`config.mk`:
```
export PLATFORM = sky130hd
export DESIGN_NAME = instr_loader
export DESIGN_NICKNAME = d
export VERILOG_FILES = /design/src/rtl/instr_loader.sv
export SDC_FILE = /design/constraint.sdc
export NUM_CORES = 1
export LEC_CHECK = 0
export ABC_AREA = 1
export BUFFER_PORTS_ARGS = -buffer_cell sky130_fd_sc_hd__buf_2
export CORE_ASPECT_RATIO = 1.5
export CORE_MARGIN = 3
export CORE_UTILIZATION = 47
export CTS_BUF_LIST = sky130_fd_sc_hd__clkbuf_2
export CTS_CLUSTER_DIAMETER = 50
export DETAILED_ROUTE_END_ITERATION = 10
export PLACE_DENSITY = 0.73
export SLEW_MARGIN = 20
export SYNTH_ARGS = -nofsm -noshare
export SYNTH_HDL_FRONTEND = slang
export SYNTH_SLANG_ARGS = --single-unit
export TNS_END_PERCENT = 20
```
`constraint.sdc`:
```
create_clock -name i_clock -period 2.6 [get_ports i_clock]
set_input_delay 0.52 -clock i_clock [delete_from_list [all_inputs] [get_ports i_clock]]
set_output_delay 0.52 -clock i_clock [all_outputs]
set_load 0.005 [all_outputs]
```
`src/rtl/instr_loader.sv`:
```
// Assembles big-endian UART bytes into instruction words and writes them to I_FETCH.
// Optional INSTR_LOADER_CHECKSUM_EN adds a trailing XOR checksum byte and o_chk_error.
module instr_loader #(
    parameter int                    DATA_WIDTH = 32,
    parameter int                    MEM_DEPTH  = 64,
    parameter logic [DATA_WIDTH-1:0] HALT_WORD  = 32'hFFFFFFFF
) (
    input  logic                  i_clock,
    input  logic                  i_reset,
    input  logic                  i_enable,
    input  logic [7:0]            i_rx_byte,
    input  logic                  i_rx_valid,
    output logic [DATA_WIDTH-1:0] o_instruccion,
    output logic [DATA_WIDTH-1:0] o_address,
    output logic                  o_loading,
    output logic                  o_done,
    output logic                  o_overflow
`ifdef INSTR_LOADER_CHECKSUM_EN
    ,
    output logic                  o_chk_error
`endif
);

    localparam int NBYTES = DATA_WIDTH / 8;
    localparam int CW     = (NBYTES > 2) ? $clog2(NBYTES) : 1;

    localparam logic [CW-1:0]         LAST_BYTE = CW'(NBYTES - 1);
    localparam logic [DATA_WIDTH-1:0] LAST_ADDR = DATA_WIDTH'((MEM_DEPTH - 1) * 4);
    localparam logic [DATA_WIDTH-1:0] ADDR_STEP = DATA_WIDTH'(4);

    typedef enum logic [2:0] {
        S_IDLE,
        S_COLLECT,
        S_WRITE,
        S_DONE
`ifdef INSTR_LOADER_CHECKSUM_EN
        ,
        S_CHECK
`endif
    } state_e;

    state_e state_q, state_d;

    logic [CW-1:0]         cnt_q, cnt_d;
    logic [DATA_WIDTH-9:0] part_q, part_d;
    logic [DATA_WIDTH-1:0] instr_q, instr_d;
    logic [DATA_WIDTH-1:0] addr_q, addr_d;
    logic                  done_q, done_d;
    logic                  ovf_q, ovf_d;
`ifdef INSTR_LOADER_CHECKSUM_EN
    logic [7:0]            chk_q, chk_d;
    logic                  chk_err_q, chk_err_d;
`endif

    always_comb begin
        state_d = state_q;
        cnt_d   = cnt_q;
        part_d  = part_q;
        instr_d = instr_q;
        addr_d  = addr_q;
        done_d  = done_q;
        ovf_d   = ovf_q;
`ifdef INSTR_LOADER_CHECKSUM_EN
        chk_d     = chk_q;
        chk_err_d = chk_err_q;
`endif

        unique case (state_q)
            S_IDLE: begin
                if (i_enable) begin
                    state_d = S_COLLECT;
                    cnt_d   = '0;
                    addr_d  = '0;
                    done_d  = 1'b0;
                    ovf_d   = 1'b0;
`ifdef INSTR_LOADER_CHECKSUM_EN
                    chk_d     = '0;
                    chk_err_d = 1'b0;
`endif
                end
            end

            S_COLLECT: begin
                if (!i_enable) begin
                    // Partial word is dropped; byte count restarts next load
                    state_d = S_IDLE;
                    cnt_d   = '0;
                end else if (i_rx_valid) begin
`ifdef INSTR_LOADER_CHECKSUM_EN
                    chk_d = chk_q ^ i_rx_byte;
`endif
                    if (cnt_q == LAST_BYTE) begin
                        instr_d = {part_q, i_rx_byte};
                        cnt_d   = '0;
                        state_d = S_WRITE;
                    end else begin
                        part_d = {part_q[DATA_WIDTH-17:0], i_rx_byte};
                        cnt_d  = cnt_q + CW'(1);
                    end
                end
            end

            S_WRITE: begin
                addr_d = addr_q + ADDR_STEP;
                if (instr_q == HALT_WORD) begin
`ifdef INSTR_LOADER_CHECKSUM_EN
                    state_d = S_CHECK;
`else
                    state_d = S_DONE;
                    done_d  = 1'b1;
`endif
                end else if (addr_q == LAST_ADDR) begin
                    state_d = S_DONE;
                    done_d  = 1'b1;
                    ovf_d   = 1'b1;
                end else if (!i_enable) begin
                    state_d = S_IDLE;
                end else begin
                    state_d = S_COLLECT;
                    // A byte landing on the write cycle starts the next word
                    if (i_rx_valid) begin
                        part_d = {part_q[DATA_WIDTH-17:0], i_rx_byte};
                        cnt_d  = CW'(1);
`ifdef INSTR_LOADER_CHECKSUM_EN
                        chk_d  = chk_q ^ i_rx_byte;
`endif
                    end
                end
            end

            S_DONE: begin
                if (!i_enable) begin
                    state_d = S_IDLE;
                end
            end

`ifdef INSTR_LOADER_CHECKSUM_EN
            S_CHECK: begin
                if (!i_enable) begin
                    state_d = S_IDLE;
                end else if (i_rx_valid) begin
                    chk_err_d = (i_rx_byte != chk_q);
                    done_d    = 1'b1;
                    state_d   = S_DONE;
                end
            end
`endif

            default: begin
                state_d = S_IDLE;
            end
        endcase
    end

    always_ff @(posedge i_clock) begin
        if (i_reset) begin
            state_q <= S_IDLE;
            cnt_q   <= '0;
            part_q  <= '0;
            instr_q <= '0;
            addr_q  <= '0;
            done_q  <= 1'b0;
            ovf_q   <= 1'b0;
`ifdef INSTR_LOADER_CHECKSUM_EN
            chk_q     <= '0;
            chk_err_q <= 1'b0;
`endif
        end else begin
            state_q <= state_d;
            cnt_q   <= cnt_d;
            part_q  <= part_d;
            instr_q <= instr_d;
            addr_q  <= addr_d;
            done_q  <= done_d;
            ovf_q   <= ovf_d;
`ifdef INSTR_LOADER_CHECKSUM_EN
            chk_q     <= chk_d;
            chk_err_q <= chk_err_d;
`endif
        end
    end

    assign o_instruccion = instr_q;
    assign o_address     = addr_q;
    assign o_loading     = (state_q == S_WRITE);
    assign o_done        = done_q;
    assign o_overflow    = ovf_q;
`ifdef INSTR_LOADER_CHECKSUM_EN
    assign o_chk_error   = chk_err_q;
`endif

endmodule

```
==> results.rst <==
.. list-table::
   :header-rows: 1

   * - Metric
     - Value
   * - Run status
     - finished clean
   * - Htree depth
     - 3
   * - Slowest cell on the critical path
     - sky130_fd_sc_hd__dfxtp_1
   * - Sequential element share of the synthesized area
     - 0.424
   * - Ports placed on the boundary
     - 79
   * - Number of warning messages in the yosys log
     - 0
   * - Internal Power
     - 0.00200 W
   * - CTS sink cnt
     - 92
   * - Setup slack of the critical path after layout
     - 0.279 ns
   * - Critical Path Start Type
     - register
   * - Most instantiated library cell after synthesis
     - sky130_fd_sc_hd__nand2_1
   * - Num CTS Buffers
     - 9
   * - Required time reported for the critical path endpoint
     - 3.10 ns
   * - Height of the die
     - 124 um
   * - Post-Place Cell Area
     - 0.00481 sq mm
   * - Synth Area per Inst
     - 6.61 sq um
   * - Number of flops mapped to enable cells by yosys
     - 0
   * - Comb pwr share
     - 0.214
   * - Filler-free cell count of the finished design
     - 845
   * - Critical path data arrival time
     - 2.82 ns
   * - CTS resizes
     - 0
   * - Largest net degree at the start of global routing
     - 59
   * - Starting Density
     - 0.486
   * - Final-layout setup total negative slack
     - 0 ns
   * - Post-layout net count
     - 749
   * - Final design area excluding fillers
     - 0.00494 sq mm
   * - Number of antenna violations at the first check in global routing
     - 1
   * - Max Clk Rate
     - 0.431 GHz
   * - Endpoints failing hold
     - 0
   * - Buffer depth of the longest clock path
     - 2
   * - Cell area after synthesis
     - 0.00434 sq mm
   * - IO buf count
     - 76
   * - Layout Skew
     - 0.0294 ns
   * - Overflow left after global routing
     - 0
   * - Root buf cell
     - sky130_fd_sc_hd__clkbuf_2
   * - Total detailed-routing wirelength
     - 10.5 mm
   * - Placeable core area
     - 0.00893 sq mm
   * - Global-route wire length before repair
     - 17.7 mm
   * - Number of buffers and inverters on the critical path
     - 2
   * - VDD IR-drop max
     - 375 uV
   * - Routed via count divided by cell count
     - 5.00
   * - Sw Share
     - 0.337
   * - # setup viols final
     - 0
   * - Critical Path End Type
     - register
   * - Power per standard cell area
     - 609 mW/mm^2
   * - Fraction of power consumed by the clock network
     - 0.256
   * - CP peak stage delay
     - 0.47 ns
   * - Number of detailed-routing iterations run before antenna repair
     - 5
   * - Post-route antenna net violation count
     - 0
   * - Dpl cells
     - 828
   * - Number of vias after detailed routing
     - 4223
   * - Cell taking the most area after synthesis
     - sky130_fd_sc_hd__dfxtp_1
   * - Post-route fraction of the period consumed by the critical path
     - 0.893
   * - Worst-path clk slew
     - 0.27 ns
   * - Critical path type
     - register to register
   * - Relative max-transition margin
     - 0.624
   * - Fraction of final layout cells with drive strength greater than 1
     - 0.149
   * - Width of the die
     - 84.5 um
   * - Worst hold path class
     - input pin to register
   * - Count of max-cap constraint violations
     - 0
   * - End-of-flow core utilization
     - 0.553
   * - Crit path cell chain
     - ha_1 > inv_1 > nor2_1 > nand3_1 > nor2_1 > nand2_2 > nand3_2 > buf_12 > nand2_1 > nand2_1 > nor2_1
   * - # rows
     - 42
   * - Worst slew pin tran
     - 0.560 ns
   * - Power dissipated by switching net loads
     - 0.00101 W
   * - Max-slew violation total from the final report
     - 0
   * - Tmin final
     - 2.32 ns
   * - Cell seen most often among critical-path stages
     - sky130_fd_sc_hd__nor2_1
   * - Routability congestion estimate from global placement
     - 0.895
   * - Post-detailed-route DRC marker count
     - 0
   * - Number of register bits inferred by synthesis
     - 92
   * - Seq pwr share
     - 0.531
   * - # Post-CTS Setup Buffers
     - 0
   * - Highest net fanout along the worst path
     - 36
   * - Setup slack after placement
     - 0.343 ns
   * - Post-synthesis cell type count
     - 31
   * - Dpl hpwl
     - 7.88 mm
   * - Most instantiated cells after synthesis
     - sky130_fd_sc_hd__nand2_1, sky130_fd_sc_hd__nor2_1, sky130_fd_sc_hd__dfxtp_1, sky130_fd_sc_hd__inv_1, sky130_fd_sc_hd__a21oi_1
   * - Critical path's top delay family
     - simple AND/OR/NAND/NOR gates
   * - Number of DRC violations after detailed-routing iteration 0
     - 179
   * - Share of the synthesized area in the top cell type
     - 0.424
   * - Via count of the first global-routing pass
     - 3931
   * - Full die area
     - 0.0104 sq mm
   * - Unrepaired setup endpoints after global routing
     - false
   * - Static power due to leakage
     - 2.39 nW
   * - Per-cell routed wire length
     - 12.4 um
   * - Quantity of hold-fixing buffers added after cts
     - 0
   * - Post-synth top flop
     - sky130_fd_sc_hd__dfxtp_1
   * - Clock latency reported for the late side of the worst-skew pair
     - 0.57 ns
   * - Total Routing Usage GR
     - 0.212
   * - Clock tree from TritonCTS
     - built
   * - Largest cells by area after synthesis
     - sky130_fd_sc_hd__dfxtp_1, sky130_fd_sc_hd__nand2_1, sky130_fd_sc_hd__nor2_1
   * - Post-synthesis to final-layout area growth
     - 13.9%
   * - Async set-reset flop share out of synthesis
     - 0
   * - Count of mapped cells out of synthesis
     - 657
-- worst min-delay path, cell delays in order --
cell and delay (ns):
sky130_fd_sc_hd__buf_2 0.09, sky130_fd_sc_hd__nor2_1 0.04, sky130_fd_sc_hd__nor2_1 0.08
-- power by group through the flow --
stage                     Combinational [W]  Clock (W)  Sequential [W]
after global placement             0.000626          0         0.00162
after detailed placement           0.000641          0         0.00163
after floorplan                    0.000515          0         0.00161
after CTS                          0.000646   0.000795         0.00160
final                              0.000643   0.000770         0.00160
after global routing               0.000753   0.000855         0.00161
-- area by class of cell --
class | instances | area, sq um
timing repair buffer | 82 | 450
multi-input combinational | 467 | 2090
clock buffer | 9 | 45.0
sequential | 92 | 1840
clock inverter | 7 | 82.6
fill | 926 | 3990
inverter | 77 | 289
tap | 110 | 138
antenna | 1 | 2.50
-- cell families (layout without fill, tap and decap cells) --
group                    Yosys count  count (layout)  share of synthesized area
other                              1               3                   0.000864
buffers and inverters             99             175                     0.0960
AND/OR/NAND/NOR                  357             357                      0.338
flip-flops                        92              92                      0.424
AO/OA/AOI/OAI                    100             100                      0.117
adder cells (fa/ha/maj)            8               8                     0.0231
-- through the flow --
| step | total power, W | hold WS, ns |
|---|---|---|
| 2_1_floorplan | 0.00213 | 0.430 |
| 3_3_place_gp | 0.00225 | 0.438 |
| 3_5_place_dp | 0.00227 | 0.443 |
| 4_1_cts | 0.00304 | 0.116 |
| 5_1_grt | 0.00322 | 0.0951 |
| 6_report | 0.00301 | 0.163 |
-- path summary, 6_finish.rpt --
kind,from,end,slack (ns),depth (start not counted)
max,state_q[1],part_q[13],0.28,11
min,i_rx_byte[4],o_instruccion[4],0.16,3
max reg2reg,state_q[1],part_q[13],0.28,11
min reg2reg,part_q[20],o_instruccion[28],0.47,2
-- state kept, by name (all words and copies together), names as in the netlist --
| signal | cells |
|---|---|
| o_done | 1 |
| o_instruccion | 32 |
| o_address | 30 |
| cnt_q | 2 |
| part_q | 24 |
| state_q | 2 |
| o_overflow | 1 |
-- placed cells by master, fill, tap and decap left out, types with 2 or more instances in the layout --
cell,n
sky130_fd_sc_hd__a21oi_1,51
sky130_fd_sc_hd__and2_1,2
sky130_fd_sc_hd__buf_12,2
sky130_fd_sc_hd__buf_2,76
sky130_fd_sc_hd__buf_4,4
sky130_fd_sc_hd__clkbuf_2,9
sky130_fd_sc_hd__clkinv_1,3
sky130_fd_sc_hd__conb_1,2
sky130_fd_sc_hd__dfxtp_1,92
sky130_fd_sc_hd__ha_1,8
sky130_fd_sc_hd__inv_1,75
sky130_fd_sc_hd__inv_6,2
sky130_fd_sc_hd__inv_8,2
sky130_fd_sc_hd__nand2_1,157
sky130_fd_sc_hd__nand2_2,2
sky130_fd_sc_hd__nand3_1,24
sky130_fd_sc_hd__nand3_2,3
sky130_fd_sc_hd__nand4_1,13
sky130_fd_sc_hd__nor2_1,143
sky130_fd_sc_hd__nor2_2,2
sky130_fd_sc_hd__nor2_4,3
sky130_fd_sc_hd__nor3_1,3
sky130_fd_sc_hd__o21ai_0,44
sky130_fd_sc_hd__or2_2,2
-- metal layers --
metal | up-vias | wire (um) | global-route usage
li1 | 2199 | - | -
met1 | 1885 | 4070 | 0.225
met2 | 110 | 5620 | 0.399
met3 | 29 | 491 | 0.0377
met4 | 0 | 339 | 0.106
met5 | - | 0 | 0
Power figures use the tool's default switching activity.
